`src/rtl/expgolomb_symbol_decoder.sv`:
```
// Order-0 exponential-Golomb symbol decoder: one symbol per LSB-first window, valid/ready output.
// Define EXPGOLOMB_SYMBOL_DECODER_STATS_EN to add the sym_count/bit_count statistics outputs.
module expgolomb_symbol_decoder #(
  parameter int WIDTH_IN      = 64,
  parameter int LOG2_WIDTH_IN = $clog2(WIDTH_IN),
  parameter int MAX_ZEROS     = (WIDTH_IN - 2) / 2,
  parameter int VALUE_WIDTH   = MAX_ZEROS + 1,
  parameter int POP_LATENCY   = 1
) (
  input  logic                     clk,
  input  logic                     rst,
  input  logic                     win_ready,
  input  logic [WIDTH_IN-1:0]      win,
  output logic [LOG2_WIDTH_IN-1:0] pop,
  output logic                     sym_valid,
  input  logic                     sym_ready,
  output logic [VALUE_WIDTH-1:0]   sym,
  output logic [LOG2_WIDTH_IN-1:0] sym_len,
  output logic                     error
`ifdef EXPGOLOMB_SYMBOL_DECODER_STATS_EN
  ,
  output logic [31:0]              sym_count,
  output logic [39:0]              bit_count
`endif
);

  localparam int CNT_W = (POP_LATENCY > 1) ? $clog2(POP_LATENCY) : 1;

  typedef enum logic [1:0] {S_FETCH, S_WAIT, S_ERR} state_t;

  state_t                   state;
  state_t                   state_next;
  logic [CNT_W-1:0]         wait_cnt;
  logic [LOG2_WIDTH_IN-1:0] zeros;
  logic [MAX_ZEROS-1:0]     tail;
  logic [MAX_ZEROS-1:0]     tail_rev;
  logic [VALUE_WIDTH-1:0]   field;
  logic [VALUE_WIDTH-1:0]   base;
  logic [VALUE_WIDTH-1:0]   dec_sym;
  logic [LOG2_WIDTH_IN-1:0] code_len;
  logic                     code_ok;
  logic                     trigger;
  logic                     load;

  // Leading-zero count; saturates at MAX_ZEROS+1 when no terminator is in range.
  always_comb begin
    zeros = LOG2_WIDTH_IN'(MAX_ZEROS + 1);
    for (int i = MAX_ZEROS; i >= 0; i--) begin
      if (win[i]) zeros = LOG2_WIDTH_IN'(i);
    end
  end

  // The info field arrives MSB-first, so bit-reverse it and right-align its n bits.
  assign tail = MAX_ZEROS'((win >> zeros) >> 1);

  always_comb begin
    tail_rev = '0;
    for (int k = 0; k < MAX_ZEROS; k++) begin
      tail_rev[MAX_ZEROS-1-k] = tail[k];
    end
  end

  assign field    = VALUE_WIDTH'(tail_rev >> (LOG2_WIDTH_IN'(MAX_ZEROS) - zeros));
  assign base     = (VALUE_WIDTH'(1) << zeros) - VALUE_WIDTH'(1);
  assign dec_sym  = base + field;
  assign code_ok  = (zeros <= LOG2_WIDTH_IN'(MAX_ZEROS));
  assign code_len = {zeros[LOG2_WIDTH_IN-2:0], 1'b1};
  assign trigger  = win_ready && (!sym_valid || sym_ready);

  always_ff @(posedge clk) begin
    if (!rst) begin
      state    <= S_FETCH;
      wait_cnt <= '0;
    end else begin
      state <= state_next;
      if (load) begin
        wait_cnt <= CNT_W'(POP_LATENCY - 1);
      end else if (state == S_WAIT && wait_cnt != '0) begin
        wait_cnt <= wait_cnt - 1'b1;
      end
    end
  end

  always_comb begin
    state_next = state;
    case (state)
      S_FETCH: begin
        if (trigger) state_next = code_ok ? S_WAIT : S_ERR;
      end
      S_WAIT: begin
        if (wait_cnt == '0) state_next = S_FETCH;
      end
      default: state_next = S_ERR;
    endcase
  end

  // Pop is gated by reset so nothing is consumed in a reset cycle.
  always_comb begin
    load  = 1'b0;
    pop   = '0;
    error = 1'b0;
    case (state)
      S_FETCH: load  = rst && trigger && code_ok;
      S_ERR:   error = 1'b1;
      default: ;
    endcase
    if (load) pop = code_len;
  end

  always_ff @(posedge clk) begin
    if (!rst) begin
      sym_valid <= 1'b0;
      sym       <= '0;
      sym_len   <= '0;
    end else if (load) begin
      sym_valid <= 1'b1;
      sym       <= dec_sym;
      sym_len   <= code_len;
    end else if (sym_ready) begin
      sym_valid <= 1'b0;
    end
  end

`ifdef EXPGOLOMB_SYMBOL_DECODER_STATS_EN
  always_ff @(posedge clk) begin
    if (!rst) begin
      sym_count <= '0;
      bit_count <= '0;
    end else begin
      if (sym_valid && sym_ready) sym_count <= sym_count + 32'd1;
      bit_count <= bit_count + 40'(pop);
    end
  end
`endif

endmodule

```
`config.mk`:
```
export PLATFORM = sky130hd
export DESIGN_NAME = expgolomb_symbol_decoder
export DESIGN_NICKNAME = d
export VERILOG_FILES = /design/src/rtl/expgolomb_symbol_decoder.sv
export SDC_FILE = /design/constraint.sdc
export NUM_CORES = 1
export LEC_CHECK = 0
export CAP_MARGIN = 20
export CELL_PAD_IN_SITES_DETAIL_PLACEMENT = 1
export CELL_PAD_IN_SITES_GLOBAL_PLACEMENT = 1
export CORE_ASPECT_RATIO = 1.2
export CORE_MARGIN = 4
export CORE_UTILIZATION = 40
export CTS_CLUSTER_DIAMETER = 40
export DETAILED_ROUTE_END_ITERATION = 7
export HOLD_SLACK_MARGIN = 0.15
export PLACE_DENSITY_LB_ADDON = 0.12
export SYNTH_ARGS = -nofsm -noshare
export SYNTH_HDL_FRONTEND = slang
export SYNTH_SLANG_ARGS = --single-unit
```
`constraint.sdc`:
```
create_clock -name clk -period 15.2 [get_ports clk]
set_input_delay 4.56 -clock clk [delete_from_list [all_inputs] [get_ports clk]]
set_output_delay 4.56 -clock clk [all_outputs]
set_load 0.03 [all_outputs]
```
### After elaboration in Yosys (flattened, before gate mapping)

Index checks and enable logic that the tools add are counted.

| storage, ports and cells | value |
|---|---|
| register bits | 42 |
| bits of input ports | 68 |
| output and inout port bits | 46 |

| operators by class | value |
|---|---|
| $add $sub $neg | 4 |
| magnitude comparators | 1 |
| equal/unequal tests | 4 |
| shifts and indexed selects | 3 |
| mux-type cells | 41 |
| bitwise operators | 1 |
| reduce and logical (&&, ||, !) cells | 10 |

Operators by type and width:

| kind | number |
|---|---|
| $mux 6 | 33 |
| $shr 64x6->32 | 1 |
| $add 32x32->32 | 1 |
| $shl 1x6->32 const A | 1 |
| $shr 31x6->32 | 1 |
| $sub 32x2->32 const B | 1 |
| $le 6x5->1 const B | 1 |
| $mux 2 | 3 |
| $sub 5x6->6 const A | 1 |
| $logic_and 1x1->1 | 4 |
| $mux 1 | 4 |
| $ne 2x2->1 const B | 2 |
| $pmux 2 s2 | 1 |
| $eq 2x1->1 const B | 1 |
| $eq 2x2->1 const B | 1 |
| $logic_not 2->1 | 1 |
| $reduce_and 2->1 | 1 |
| $reduce_bool 2->1 | 1 |
| $reduce_or 2->1 | 1 |
| $logic_not 1->1 | 1 |
| $logic_or 1x1->1 | 1 |
| $not 1->1 | 1 |
| $sub 1x1->1 const B | 1 |

### Longest topological paths before layout

Gate-level depths: netlist of the first run.

| depth | value |
|---|---|
| depth after elaboration | 36 |
| mapped depth | 37 |
| mapped depth without buffers | 30 |

### Least setup slack after synthesis of the first run

OpenSTA, ideal clock, no wires.

| path | value |
|---|---|
| path kind | input-to-output |
| start point | in win[31] |
| end point | out pop[3] |
| arrival | 7,740 ps |
| data required time | 10,640 ps |
| path slack | 2,900 ps |
| cell stages on the path | 14 |
| path buffers | 9 |
| cell sequence | buf_2 nor4_1 o211ai_1 a21o_2 nand2_2 buf_2 buf_6 buf_6 clkbuf_1 clkbuf_1 buf_2 buf_1 buf_1 nor2_1 |

| between the ends | value |
|---|---|
| word-level cells in the longest chain between the ends | 36 |

Ends and longest elaborated chain:

| element | line | source |
|---|---|---|
| start, declared | 13 | `input logic [WIDTH_IN-1:0] win,` |
| $mux 6 * (32 in series) | 49 | `if (win[i]) zeros = LOG2_WIDTH_IN'(i);` |
| $le 6x5->1 | 66 | `assign code_ok = (zeros <= LOG2_WIDTH_IN'(MAX_ZEROS));` |
| $logic_and 1x1->1 | 103 | `S_FETCH: load = rst && trigger && code_ok;` |
| $mux 1 | 102 | `case (state)` |
| $mux 6 * | 107 | `if (load) pop = code_len;` |
| end, declared | 14 | `output logic [LOG2_WIDTH_IN-1:0] pop,` |

Every way passes the cells marked *; elsewhere a longest branch is shown, timed or not.

### Final worst setup path of the first run

| path | value |
|---|---|
| start point | in win[19] |
| end point | reg sym[30] |

| between the ends | value |
|---|---|
| word-level cells in the longest chain between the ends | 23 |

Ends and longest elaborated chain:

| element | line | source |
|---|---|---|
| $mux 6 (20 in series) | 49 |  |
| $shr 64x6->32 (tied with other cells) | 54 | `assign tail = MAX_ZEROS'((win >> zeros) >> 1);` |
| $shr 31x6->32 (tied with other cells) | 63 | `assign field = VALUE_WIDTH'(tail_rev >> (LOG2_WIDTH_IN'(MAX_ZEROS) - zeros));` |
| $add 32x32->32 or $mux 1 (tied branches) | 65, 102 |  |
| end signal, assigned | 117 | `sym <= dec_sym;` |
| end, declared | 17 | `output logic [VALUE_WIDTH-1:0] sym,` |

Parallel ways exist; a longest one is shown, timed or not.
A chain may end at the register's enable or synchronous reset.

==> results of run 1 <==
==> cell families (layout without fill, tap and decap cells) <==
| group | after synthesis | after routing | synth area share, % |
|---|---|---|---|
| AND/OR/NAND/NOR | 514 | 514 | 22.7 |
| multiplexers | 107 | 107 | 10.8 |
| AO/OA/AOI/OAI | 611 | 611 | 40.0 |
| buffers and inverters | 223 | 268 | 9.34 |
| other | 0 | 1 | 0 |
| adder cells (fa/ha/maj) | 62 | 62 | 7.22 |
| flip-flops | 42 | 42 | 7.75 |
| XOR/XNOR | 27 | 27 | 2.18 |
==> cells in the mapped netlist (16+ instances only) <==
library cell | instances | share of area, %
a2111oi_0 | 20 | 1.6
a211oi_1 | 59 | 4.1
a21o_1 | 17 | 1.2
a21oi_1 | 123 | 5.7
a221oi_1 | 20 | 1.6
a22oi_1 | 26 | 1.8
a31oi_1 | 16 | 0.92
and3_1 | 28 | 1.6
buf_2 | 47 | 2.2
clkbuf_1 | 64 | 2.2
dfxtp_1 | 42 | 7.7
ha_1 | 61 | 7.0
inv_1 | 85 | 2.9
mux2i_1 | 91 | 8.4
nand2_1 | 167 | 5.8
nand3_1 | 69 | 3.2
nor2_1 | 109 | 3.8
nor3_1 | 43 | 2.0
nor4_1 | 16 | 0.92
o211ai_1 | 31 | 2.1
o21ai_0 | 102 | 4.7
o22ai_1 | 24 | 1.4
==> path summary, 6_finish.rpt <==
check                  start    endpoint  slack [ns]  cells after the start
setup reg to reg   sym_valid     sym[19]       13.15                      6
hold / removal    sym_len[0]  sym_len[0]        0.46                      2
setup / recovery     win[19]     sym[30]        1.70                     32
hold reg to reg   sym_len[0]  sym_len[0]        0.46                      2
==> area by class of cell <==
class | instances | area, um2
Sequential cell | 42 | 841
Timing Repair Buffer | 175 | 1620
Clock buffer | 6 | 129
Antenna cell | 1 | 2.50
Inverter | 85 | 319
Clock inverter | 2 | 37.5
Multi-Input combinational cell | 1321 | 9050
Tap cell | 335 | 419
Fill cell | 3480 | 14100
==> critical path, delay by kind of cell <==
kind / cells / cell delay (ns)
compound gates: 19 / 4.61
xor+xnor: 1 / 0.14
fa+ha+maj: 2 / 0.61
buf+inv: 4 / 1.75
mux: 1 / 0.58
simple gates: 5 / 1.40
==> metal layers <==
metal	up-vias	share of wire [%]	routed length (um)	GRT usage [%]
li1	6188	-	-	-
met1	6979	37	23000	46.8
met2	903	46	28600	66.5
met3	313	7.3	4590	5.15
met4	0	10	6550	32.7
met5	-	0	0	0
==> metrics by stage <==
stage          util (%)  setup WS, ns  total power [mW]  area, um2  instances
2_1_floorplan         -          2.90             0.405      10900       1586
5_1_grt            46.8          1.10             0.740      12400       1966
3_3_place_gp       46.1          1.48             0.571      12200       1956
3_5_place_dp       46.2          1.66             0.575      12200       1957
4_1_cts            46.8          1.95             0.700      12400       1965
6_report           46.8          1.70             0.711      12400       1967
==> power by group <==
group | internal (mW) | switching [mW]
Clock | 0.0776 | 0.0453
Sequential | 0.124 | 0.00652
Combinational | 0.160 | 0.298
Total | 0.361 | 0.350
==> flip-flops by register name (all words and copies together) (netlist names) <==
name       cells
state          2
sym           32
sym_len        6
sym_valid      1
wait_cnt       1
==> out/results.ini, run 1 <==
[run_status]
outcome=complete, no violations

[timing]
period_share_pct=88.8
whs_ns=0.455
maxSlewHeadroom_pct=13.7
max_freq_mhz=74.1
rsz0062_at_grt=no
final_hold_viol_count=0
period_needed_ns=13.50
finalSetupTns_ns=0
fin_skew_ns=0.0103
setup_viol=0
worst_pin_slew_ns=1.28
final_max_slew_viol_count=0

[global_routing]
groute.usage.overall_pct=40.6
overflow=0
grt_max_degree=61
antenna_found_initial=1
grt_pass1_vias=14400
grt_pass1_wl_um=92000

[final_layout]
layout_commonest_cell=nand2_1
layout_common_cells=nand2_1, a21oi_1, clkdlybuf4s50_1
final_nets=1760
area_delta_synth_final_pct=14.3
drive_gt1_share_pct=8.34

[clocking]
cts-hold-fix-buffers=0
clk_latency_ns=0.30
path_clk_slew_ns=0.07
cts_resized=0
cts.sinks=42
cts_tree=done
max-clock-path-buffers=2
cts_buffers=5
htreeDepth=2
cts_root_buffer=clkbuf_16
post_cts_buffers=0

[logic_synthesis]
async_flop_share_pct=0
syn_inst=1586
seq_area_frac_synth_pct=7.75
ys_ff_latch=42
syn_area_um2=10900
synth_fp_nets=1716
synth-warning-count=0
synth_flop_cell=dfxtp_1
synth_edf_count=0
syn_area_per_cell_um2=6.84
ys_types=98

[floorplan]
fp.dieH_um=188
die_w_um=158
rows=65
core_um2=26500
pin_count=114
die_area_um2=29800
initial_core_util_pct=40.9

[setup_path]
max_stage_delay_ns=0.81
worstPathArrival_ns=13.67
crit_path_frequent_cell=o21ai_0
worstSetupEndpointType=register
required_ns=15.36
critPathKind=primary input to register
cp_slowest_cell=clkdlybuf4s50_1
cp_max_fo=51
cp-start-kind=primary input

[drt]
wirelength_um=62700
viasPerCell=7.31
wl_per_cell_um=31.9
vias=14400
drc=0
drt-initial-drc-count=1539
dr.pass1.iters=6
ant_nets=0

[power_and_ir_drop]
ir_drop_uv=59.3
p_leak_nw=4.67
power_density_nw_per_um2=57.3

[placed_design]
dp_hpwl_um=49100
place_congestion=1.10
portBuffers=113

[worst_hold_path]
hold_class=register to register

[job]
drv_cap=0

Note: power is estimated with default switching activity, not from simulation.
==> run 2, diff against run 1 <==
--- a/config.mk
+++ b/config.mk
@@ -10,7 +10,7 @@
 export CELL_PAD_IN_SITES_GLOBAL_PLACEMENT = 1
 export CORE_ASPECT_RATIO = 1.2
 export CORE_MARGIN = 4
-export CORE_UTILIZATION = 40
+export CORE_UTILIZATION = 46
 export CTS_CLUSTER_DIAMETER = 40
 export DETAILED_ROUTE_END_ITERATION = 7
 export HOLD_SLACK_MARGIN = 0.15
==> run 2 against run 1 <==
  * Cell count is 1.5% lower
  * Setup slack worse by 0.86 ns
  * Power is 1.3% lower
  * Critical path depth is 2 lower
  * Register-to-register slack hardly changed
  * Clock power is 11% lower
  * Critical path type unchanged
==> out/results.ini, run 2 (same netlist as run 1, synthesis figures left out) <==
[timing]
period_needed_ns=14.36
maxSlewHeadroom_pct=12.9
period_share_pct=94.5
final_hold_viol_count=0
whs_ns=0.446
setup_viol=0
fin_skew_ns=0.0137
final_max_slew_viol_count=0
finalSetupTns_ns=0
setup_ws_ns=0.839
rsz0062_at_grt=no
worst_pin_slew_ns=1.29
max_freq_mhz=69.6

[floorplan]
pin_count=114
rows=61
die_w_um=148
die_area_um2=26100
initial_core_util_pct=46.8
core_um2=23200
fp.dieH_um=176

[final_layout]
post-route-util_pct=53.0
final_nets=1750
reg_top3=sym (32), sym_len (6), state (2)
largest_register_ffs=32
area_delta_synth_final_pct=13.2
drive_gt1_share_pct=7.83
largest_register=sym
fill_cells=3121
layout_commonest_cell=nand2_1
fin_area_um2=12300
layout_common_cells=nand2_1, a21oi_1, clkdlybuf4s50_1

[setup_path]
cp_max_fo=28
worstSetupEndpointType=register
max_stage_delay_ns=1.04
cp_slowest_cell=o21ai_0
critPathKind=primary input to register
path_delay_family=compound AO/OA/AOI/OAI gates
crit_buf_inv=3
worstPathArrival_ns=14.52
cp-start-kind=primary input
crit_path_frequent_cell=o21ai_0
required_ns=15.36

[drt]
dr.pass1.iters=6
vias=14700
wl_per_cell_um=32.2
ant_nets=0
drt-initial-drc-count=1868
viasPerCell=7.61
drc=0
wirelength_um=62400

[worst_hold_path]
hold_class=register to register

[global_routing]
grt_use_met2_pct=74.4
overflow=0
grt_max_degree=61
grt_pass1_vias=14700
grt_pass1_wl_um=93200
gr-usage-met1_pct=51.4
grtUsageMet3_pct=11.1
antenna_found_initial=2
groute.usage.overall_pct=46.4
busiest_layer=met2

[clocking]
clk_latency_ns=0.30
path_clk_slew_ns=0.07
cts_resized=0
cts.sinks=42
post_cts_buffers=0
cts_buffers=5
max-clock-path-buffers=2
htreeDepth=2
cts_root_buffer=clkbuf_16
cts_tree=done
cts-hold-fix-buffers=0

[placed_design]
pre_cts_ws_ns=1.39
dp_hpwl_um=47300
portBuffers=113
place_congestion=1.15
place_area_um2=12100

[job]
drv_cap=0

[power_and_ir_drop]
ir_drop_uv=37.1
power_density_nw_per_um2=57.1
p_leak_nw=4.62

[run_status]
outcome=complete, no violations

==> run 2: cell types whose count changed in the layout (fill, tap and decap cells not counted), sizes merged <==
| cell | delta |
|---|---|
| clkbuf | +1 |
| buf | -11 |
| clkinvlp | -1 |
| clkinv | +2 |
| bufinv | -1 |
==> run 2: worst register-to-register path: cells and delay by family (launching register included) <==
family / cells / cell delay [ns]
AOI/OAI and AO/OA: 1 / 0.20
buffers and inverters: 1 / 0.35
DFF: 1 / 0.32
and+or+nand+nor: 4 / 1.08
==> run 2: layout make-up <==
class                   instances  area [um2]  share of cell area (%)
multi-input cells            1321        9050                    73.6
repair buffers                165        1540                    12.6
flip-flops and latches         42         841                    6.84
diodes                          1        2.50                  0.0204
clock inverters                 2        13.8                   0.112
inverters                      85         319                    2.60
well taps                     315         394                    3.21
clock buffers                   6         129                    1.05
==> run 2: path summary, 6_finish.rpt <==
path	startpoint	endpoint	slack [ns]	depth (start not counted)
max	win[25]	sym[30]	0.84	30
max reg2reg	sym_valid	sym[19]	13.16	6
min reg2reg	sym_len[0]	sym_len[0]	0.45	2
min	sym_len[0]	sym_len[0]	0.45	2
==> run 2: through the flow <==
| stage | power, mW | cells |
|---|---|---|
| 3_5_place_dp | 0.572 | 1927 |
| 5_1_grt | 0.727 | 1937 |
| 4_1_cts | 0.681 | 1935 |
| 6_report | 0.701 | 1937 |
| 3_3_place_gp | 0.561 | 1927 |
| 2_1_floorplan | 0.405 | 1586 |
==> run 2: layer usage <==
layer	wire length [um]	vias up
li1	-	6166
met1	20800	6994
met2	27800	1125
met3	6810	462
met4	6960	2
met5	13	-
==> run 2: power breakdown <==
part	total [mW]	switching, mW	internal [mW]
clock	0.109	0.0479	0.0611
sequential	0.131	0.00749	0.124
combinational	0.461	0.302	0.159
==> run 3, diff against run 2 <==
--- a/config.mk
+++ b/config.mk
@@ -10,7 +10,7 @@
 export CELL_PAD_IN_SITES_GLOBAL_PLACEMENT = 1
 export CORE_ASPECT_RATIO = 1.2
 export CORE_MARGIN = 4
-export CORE_UTILIZATION = 46
+export CORE_UTILIZATION = 31
 export CTS_CLUSTER_DIAMETER = 40
 export DETAILED_ROUTE_END_ITERATION = 7
 export HOLD_SLACK_MARGIN = 0.15
==> run 3 against run 2 <==
  * Maximum frequency grew 4.5%
  * First-iteration DRC count shrank 25%
  * Cell count grew 8.2%
  * Register-to-register slack gained 0.07 ns
  * Critical endpoint is now sym[28]
  * Largest power group unchanged
==> out/results.ini, run 3 (same netlist as run 1, synthesis figures left out) <==
[power_and_ir_drop]
power_density_nw_per_um2=54.9
ir_drop_uv=39.7
p_leak_nw=4.70
p_total_uw=691

[job]
drv_cap=0

[timing]
worst_pin_slew_ns=1.23
rsz0062_at_grt=no
setup_viol=0
finalSetupTns_ns=0
final_max_slew_viol_count=0
maxSlewHeadroom_pct=18.1
period_share_pct=90.4
final_hold_viol_count=0
period_needed_ns=13.74
max_freq_mhz=72.8
fin_skew_ns=0.00867

[setup_path]
max_stage_delay_ns=0.73
crit_path_frequent_cell=o21ai_0
cp_slowest_cell=a31oi_4
cp-start-kind=primary input
cp_max_fo=21
worstSetupEndpointType=register
critPathKind=primary input to register
required_ns=15.37
worstPathArrival_ns=13.91

[final_layout]
fin_area_um2=12600
area_delta_synth_final_pct=16.0
reg_top3=sym (32), sym_len (6), state (2)
layout_common_cells=nand2_1, a21oi_1, clkdlybuf4s50_1
largest_register_ffs=32
layout_commonest_cell=nand2_1
post-route-util_pct=36.6
fill_cells=4365
largest_register=sym
drive_gt1_share_pct=8.85
final_nets=1767

[clocking]
htreeDepth=2
cts_tree=done
cts_buffers=5
cts.sinks=42
max-clock-path-buffers=2
cts_resized=0
post_cts_buffers=0
clk_latency_ns=0.29
cts_root_buffer=clkbuf_16
path_clk_slew_ns=0.06
cts-hold-fix-buffers=0

[placed_design]
place_congestion=1.04
portBuffers=113
dp_hpwl_um=50700
place_area_um2=12400

[drt]
wl_per_cell_um=30.4
vias=14000
ant_nets=0
dr.pass1.iters=6
drt-initial-drc-count=1398
wirelength_um=63700
viasPerCell=6.66
drc=0

[floorplan]
rows=74
fp.dieH_um=213
initial_core_util_pct=31.6
pin_count=114
die_w_um=179
die_area_um2=38100
core_um2=34400

[global_routing]
overflow=0
grt_pass1_vias=14200
groute.usage.overall_pct=32.4
antenna_found_initial=1
grt_pass1_wl_um=92700
grt_max_degree=82

[run_status]
outcome=complete, no violations

[worst_hold_path]
hold_class=register to register

==> run 3: changes by cell type in the layout (fill, tap and decap cells not counted) <==
| cell | before | now |
|---|---|---|
| clkbuf_2 | 1 | 0 |
| buf_4 | 49 | 68 |
| buf_12 | 2 | 1 |
| clkbuf_1 | 1 | 0 |
| clkinvlp_4 | 0 | 1 |
==> run 3: cell type report <==
cell class                      count  area [um2]  area share, %
Multi-Input combinational cell   1321        9050           71.9
Timing Repair Buffer              182        1660           13.2
Sequential cell                    42         841           6.68
Tap cell                          456         571           4.53
Inverter                           85         319           2.53
Clock buffer                        5         125          0.994
Clock inverter                      3        21.3          0.169
Antenna cell                        1        2.50         0.0199
==> run 3: final timing paths <==
kind	end	slack (ns)	start	cells past startpoint
worst min-delay path	wait_cnt	0.44	wait_cnt	2
worst min register to register	wait_cnt	0.44	wait_cnt	2
worst max register to register	sym[5]	13.23	sym_valid	6
worst max-delay path	sym[28]	1.46	win[21]	30
==> run 3: critical path: cells and delay by family <==
family	cells	cell delay, ns
mux	2	1.02
compound gates	16	5.21
fa+ha+maj	2	0.61
xor+xnor	1	0.19
simple gates	5	1.00
buf+inv	4	1.31
==> run 3: routing by layer <==
metal  share of wire [%]  GRT usage [%]  up-vias
li1                    -              -     6184
met1                  37           36.7     6784
met2                  47           55.3      716
met3                 6.4           3.40      270
met4                 9.3           25.0        0
met5                   0              0        -
==> run 3: stage by stage <==
stage,cells,worst slack (ns),hold slack (ns)
after floorplan,1586,2.90,0.423
after CTS,2094,1.57,0.450
after global placement,2086,1.36,0.429
after detailed placement,2086,1.27,0.439
after global routing,2095,1.01,0.468
final,2095,1.46,0.445
==> run 3: power by group <==
part,total (mW),switching [mW],leakage [nW],internal [mW]
combinational,0.454,0.293,4.28,0.161
clock,0.107,0.0461,0.0698,0.0608
sequential,0.130,0.00665,0.346,0.124
==> patch 1 (flow settings as in run 2) <==
Encoding of `state_t`: now one-hot (3 bits for 3 states).
--- a/src/rtl/expgolomb_symbol_decoder.sv
+++ b/src/rtl/expgolomb_symbol_decoder.sv
@@ -28,3 +28,3 @@
 
-  typedef enum logic [1:0] {S_FETCH, S_WAIT, S_ERR} state_t;
+  typedef enum logic [2:0] {S_FETCH = 3'b001, S_WAIT = 3'b010, S_ERR = 3'b100} state_t;
 
Formal check against the unedited RTL: no difference found for any inputs over 10 cycles, from zero or initial values and one cycle with rst low; not proved beyond that.
==> patch 1 against run 2 <==
Design area up 3.5%. Register-to-register slack worse by 0.05 ns. Die area rose by 1.8%. Sequential share of layout area shrank 0.073 points. Hold slack gained 0.023 ns. Synthesized area increased by 1.9%. Synthesized cell count down 0.82%. Critical endpoint is now sym[31]. Setup slack worse by 0.23 ns. Routed wire length grew 2.0%. Sequential cell count is 1 higher. Clock skew down 0.0099 ns. Total power up 5.1%. Sequential power barely moved.
==> patch 1: results (changes against run 2) <==
\begin{tabular}{lr}
\hline
Metric & Value \\
\hline
\multicolumn{2}{l}{\textbf{Global route}} \\
Initial antenna violation count & 0 (was 2) \\
Met3 GRT Util & 0.107 (was 0.111) \\
Vias in the first global route & 14782 (was 14702) \\
Pin count of the biggest net entering global routing & 51 (was 61) \\
\multicolumn{2}{l}{\textbf{Worst setup path}} \\
Reg2Reg Setup Slack & 13.11 ns (was 13.16 ns) \\
Largest stage delay on the critical path & 0.79 ns (was 1.04 ns) \\
Endpoint of the lowest-slack register-to-register path & sym[0] (was sym[19]) \\
\multicolumn{2}{l}{\textbf{Logic synthesis}} \\
Part of the Yosys area used for sequential elements & 0.0778 (was 0.0775) \\
Leading cell types by total area after synthesis & sky130\_fd\_sc\_hd\_\_mux2i\_1 10\%, sky130\_fd\_sc\_hd\_\_dfxtp\_1 7.8\%, sky130\_fd\_sc\_hd\_\_ha\_1 6.9\%, sky130\_fd\_sc\_hd\_\_nand2\_1 6.0\%, sky130\_fd\_sc\_hd\_\_nand3\_1 4.2\% (was sky130\_fd\_sc\_hd\_\_mux2i\_1 8.4\%, sky130\_fd\_sc\_hd\_\_dfxtp\_1 7.7\%, sky130\_fd\_sc\_hd\_\_ha\_1 7.0\%, sky130\_fd\_sc\_hd\_\_nand2\_1 5.8\%, sky130\_fd\_sc\_hd\_\_a21oi\_1 5.7\%) \\
Mean Syn Cell Area & 7.03 µm² (was 6.84 µm²) \\
\multicolumn{2}{l}{\textbf{Detailed routing}} \\
Amount of wire on met2 after detailed routing & 27800 µm (about the same) \\
Total met3 wirelength after detailed routing & 6850 µm (was 6810 µm) \\
Wire length the detailed router placed on met1 & 22200 µm (was 20800 µm) \\
\multicolumn{2}{l}{\textbf{Power}} \\
Clock Power & 146 µW (was 109 µW) \\
\multicolumn{2}{l}{\textbf{Cells and area}} \\
Filler instances & 2989 (was 3121) \\
Fraction of final layout cells with drive strength greater than 1 & 0.102 (was 0.0783) \\
\multicolumn{2}{l}{\textbf{Outcome}} \\
Status & finished clean (unchanged) \\
\multicolumn{2}{l}{\textbf{Placed design}} \\
Worst setup slack before clock tree synthesis & 0.579 ns (was 1.39 ns) \\
Detailed-placement wirelength estimate & 48600 µm (was 47300 µm) \\
Weighted congestion reported at the end of routability-driven placement & 1.08 (was 1.15) \\
\hline
\end{tabular}
patch 1: changes by cell type after synthesis, sizes merged, moves of 12 or more:
cell	before	now
o21ai	112	96
mux2i	92	112
nor3	44	57
and2	5	20
a211oi	64	31
nand3	69	92
a21oi	127	93
mux2	10	22
a2111oi	29	4
nor2	113	93
patch 1: layout make-up:
type | count | area [µm²] | share of cell area
Clock buffer | 6 | 129 | 0.0101
Clock inverter | 2 | 60.1 | 0.00472
Inverter | 79 | 297 | 0.0233
Multi-Input combinational cell | 1321 | 9340 | 0.734
Sequential cell | 43 | 861 | 0.0677
Tap cell | 315 | 394 | 0.0310
Timing Repair Buffer | 179 | 1640 | 0.129
patch 1: worst min-delay path by stage:
stage	startpoint	end	depth (start not counted)
after floorplan	wait_cnt	wait_cnt	2
after global placement	sym_len[0]	sym_len[0]	2
after detailed placement	sym_len[0]	sym_len[0]	2
after CTS	sym[1]	sym[1]	2
after global routing	sym[1]	sym[1]	2
final	sym[1]	sym[1]	2
patch 1: worst max-delay path, delay by kind of cell:
family,cells,cell delay (ns)
AO/OA/AOI/OAI,18,4.78
XOR/XNOR,1,0.17
AND/OR/NAND/NOR,3,1.22
adder cells (fa/ha/maj),3,0.80
buffers and inverters,5,1.60
multiplexers,3,1.61
patch 1: logic make-up (layout without fill, tap and decap cells):
| group | Yosys count | after routing | share of synthesized area |
|---|---|---|---|
| compound gates | 527 | 527 | 0.338 |
| xor+xnor | 28 | 28 | 0.0222 |
| fa+ha+maj | 62 | 62 | 0.0708 |
| buf+inv | 209 | 266 | 0.0865 |
| flops | 43 | 43 | 0.0778 |
| mux | 147 | 147 | 0.152 |
| simple gates | 557 | 557 | 0.252 |
==> patch 2 (settings of run 2) <==
Made on the original files. Build with the macro `EXPGOLOMB_SYMBOL_DECODER_STATS_EN` defined.
--- a/src/rtl/expgolomb_symbol_decoder.sv
+++ b/src/rtl/expgolomb_symbol_decoder.sv
@@ -2,2 +2,4 @@
 // Define EXPGOLOMB_SYMBOL_DECODER_STATS_EN to add the sym_count/bit_count statistics outputs.
+`define EXPGOLOMB_SYMBOL_DECODER_STATS_EN
+
 module expgolomb_symbol_decoder #(
Behaviour (old outputs only; new: bit_count and sym_count): unchanged (equiv_simple and equiv_induct, registers matched by name and starting in step).
==> patch 2 against run 2 <==
The flow now finishes with violations (design-rule violations). Setup slack lost 0.26 ns. Sequential share of layout area up 6.4 points. Design area is 40% higher. Highest routed layer is now met4. Sequential cell count increased by 72. Synthesized cell count increased by 29%. Synthesized area rose by 32%. Routed wire length is 46% higher. Largest cell class unchanged. Total power up 85%.
==> patch 2: results (changes against run 2) <==
\begin{tabular}{lr}
\hline
Metric & Value \\
\hline
\multicolumn{2}{l}{\textbf{Global route}} \\
Aggregate global-route resource usage & 0.511 (was 0.464) \\
Pin count of the biggest net entering global routing & 78 (was 61) \\
\multicolumn{2}{l}{\textbf{Cells and area}} \\
Final net count & 2326 (was 1750) \\
Fraction of final layout cells with drive strength greater than 1 & 0.0872 (was 0.0783) \\
Filler instances & 3824 (was 3121) \\
\multicolumn{2}{l}{\textbf{Worst setup path}} \\
Crit path max-delay cell type & sky130\_fd\_sc\_hd\_\_a222oi\_1 (was sky130\_fd\_sc\_hd\_\_o21ai\_0) \\
Largest stage delay on the critical path & 0.73 ns (was 1.04 ns) \\
Arrival time at the worst endpoint & 14.92 ns (was 14.52 ns) \\
\multicolumn{2}{l}{\textbf{Logic synthesis}} \\
Leading cell types by total area after synthesis & sky130\_fd\_sc\_hd\_\_dfxtp\_1 16\%, sky130\_fd\_sc\_hd\_\_ha\_1 6.0\%, sky130\_fd\_sc\_hd\_\_nor2\_1 5.8\%, sky130\_fd\_sc\_hd\_\_o21ai\_0 5.6\%, sky130\_fd\_sc\_hd\_\_nand2\_1 4.9\% (was sky130\_fd\_sc\_hd\_\_mux2i\_1 8.4\%, sky130\_fd\_sc\_hd\_\_dfxtp\_1 7.7\%, sky130\_fd\_sc\_hd\_\_ha\_1 7.0\%, sky130\_fd\_sc\_hd\_\_nand2\_1 5.8\%, sky130\_fd\_sc\_hd\_\_a21oi\_1 5.7\%) \\
Number of different library cells in the post-synthesis netlist & 99 (was 98) \\
Post-Syn Nets & 2191 (was 1716) \\
\multicolumn{2}{l}{\textbf{Placed design}} \\
Count of input and output buffers & 185 (was 113) \\
\multicolumn{2}{l}{\textbf{Clock tree}} \\
H-tree lvl count & 4 (was 2) \\
\multicolumn{2}{l}{\textbf{Outcome}} \\
Status & finished, violations left (was finished clean) \\
Violated checks & design-rule violations \\
\multicolumn{2}{l}{\textbf{Detailed routing}} \\
Wire length the detailed router placed on met1 & 30400 µm (was 20800 µm) \\
Final wirelength & 91000 µm (was 62400 µm) \\
DRC violation count after routing & 5 (was 0) \\
\multicolumn{2}{l}{\textbf{Power}} \\
Leak & 0.00643 µW (was 0.00462 µW) \\
Peak ir drop on the vdd network & 0.116 mV (was 0.0371 mV) \\
\hline
\end{tabular}
patch 2: path summary, 6_finish.rpt:
| check | start | end | slack (ns) | cells after the start |
|---|---|---|---|---|
| max | win[19] | sym[31] | 0.58 | 33 |
| min | sym[27] | sym[27] | 0.50 | 2 |
| max reg2reg | sym_valid | bit_count[36] | 9.23 | 21 |
| min reg2reg | sym[27] | sym[27] | 0.50 | 2 |
patch 2: through the flow:
| step | cell area, µm² | power (µW) |
|---|---|---|
| CTS | 17200 | 1260 |
| floorplan | 14300 | 637 |
| detailed placement | 16700 | 842 |
| finish | 17300 | 1300 |
| global route | 17300 | 1320 |
| global placement | 16700 | 825 |
patch 2: per-layer routing:
| layer | vias to the layer above | track usage |
|---|---|---|
| met1 | 9414 | 0.545 |
| met5 | - | 0 |
| met3 | 777 | 0.146 |
| met4 | 0 | 0.457 |
| met2 | 1913 | 0.812 |
| li1 | 7957 | - |
patch 2: cell families after synthesis:
logic type	synth area share
xor+xnor	0.0515
fa+ha+maj	0.0623
buf+inv	0.0711
flops	0.160
mux	0.0452
simple gates	0.254
compound gates	0.356
patch 2: worst max-delay path, delay by kind of cell:
family	cells	cell delay, ns
XOR/XNOR	1	0.20
AO/OA/AOI/OAI	18	5.53
adder cells (fa/ha/maj)	3	0.65
AND/OR/NAND/NOR	6	2.50
buffers and inverters	5	1.43
patch 2: power groups by stage:
stage / Combinational, µW / Sequential [µW] / Clock [µW]
after floorplan: 281 / 357 / 0
after CTS: 527 / 326 / 404
after global routing: 571 / 327 / 419
after global placement: 497 / 328 / 0
final: 559 / 327 / 411
after detailed placement: 511 / 331 / 0
patch 2: final cells by class:
type | count | share of cell area
tap | 396 | 0.0287
clock inverter | 15 | 0.00848
inverter | 102 | 0.0222
antenna | 1 | 0.000145
multi-input combinational | 1690 | 0.642
clock buffer | 17 | 0.0246
timing repair buffer | 263 | 0.141
sequential | 114 | 0.132
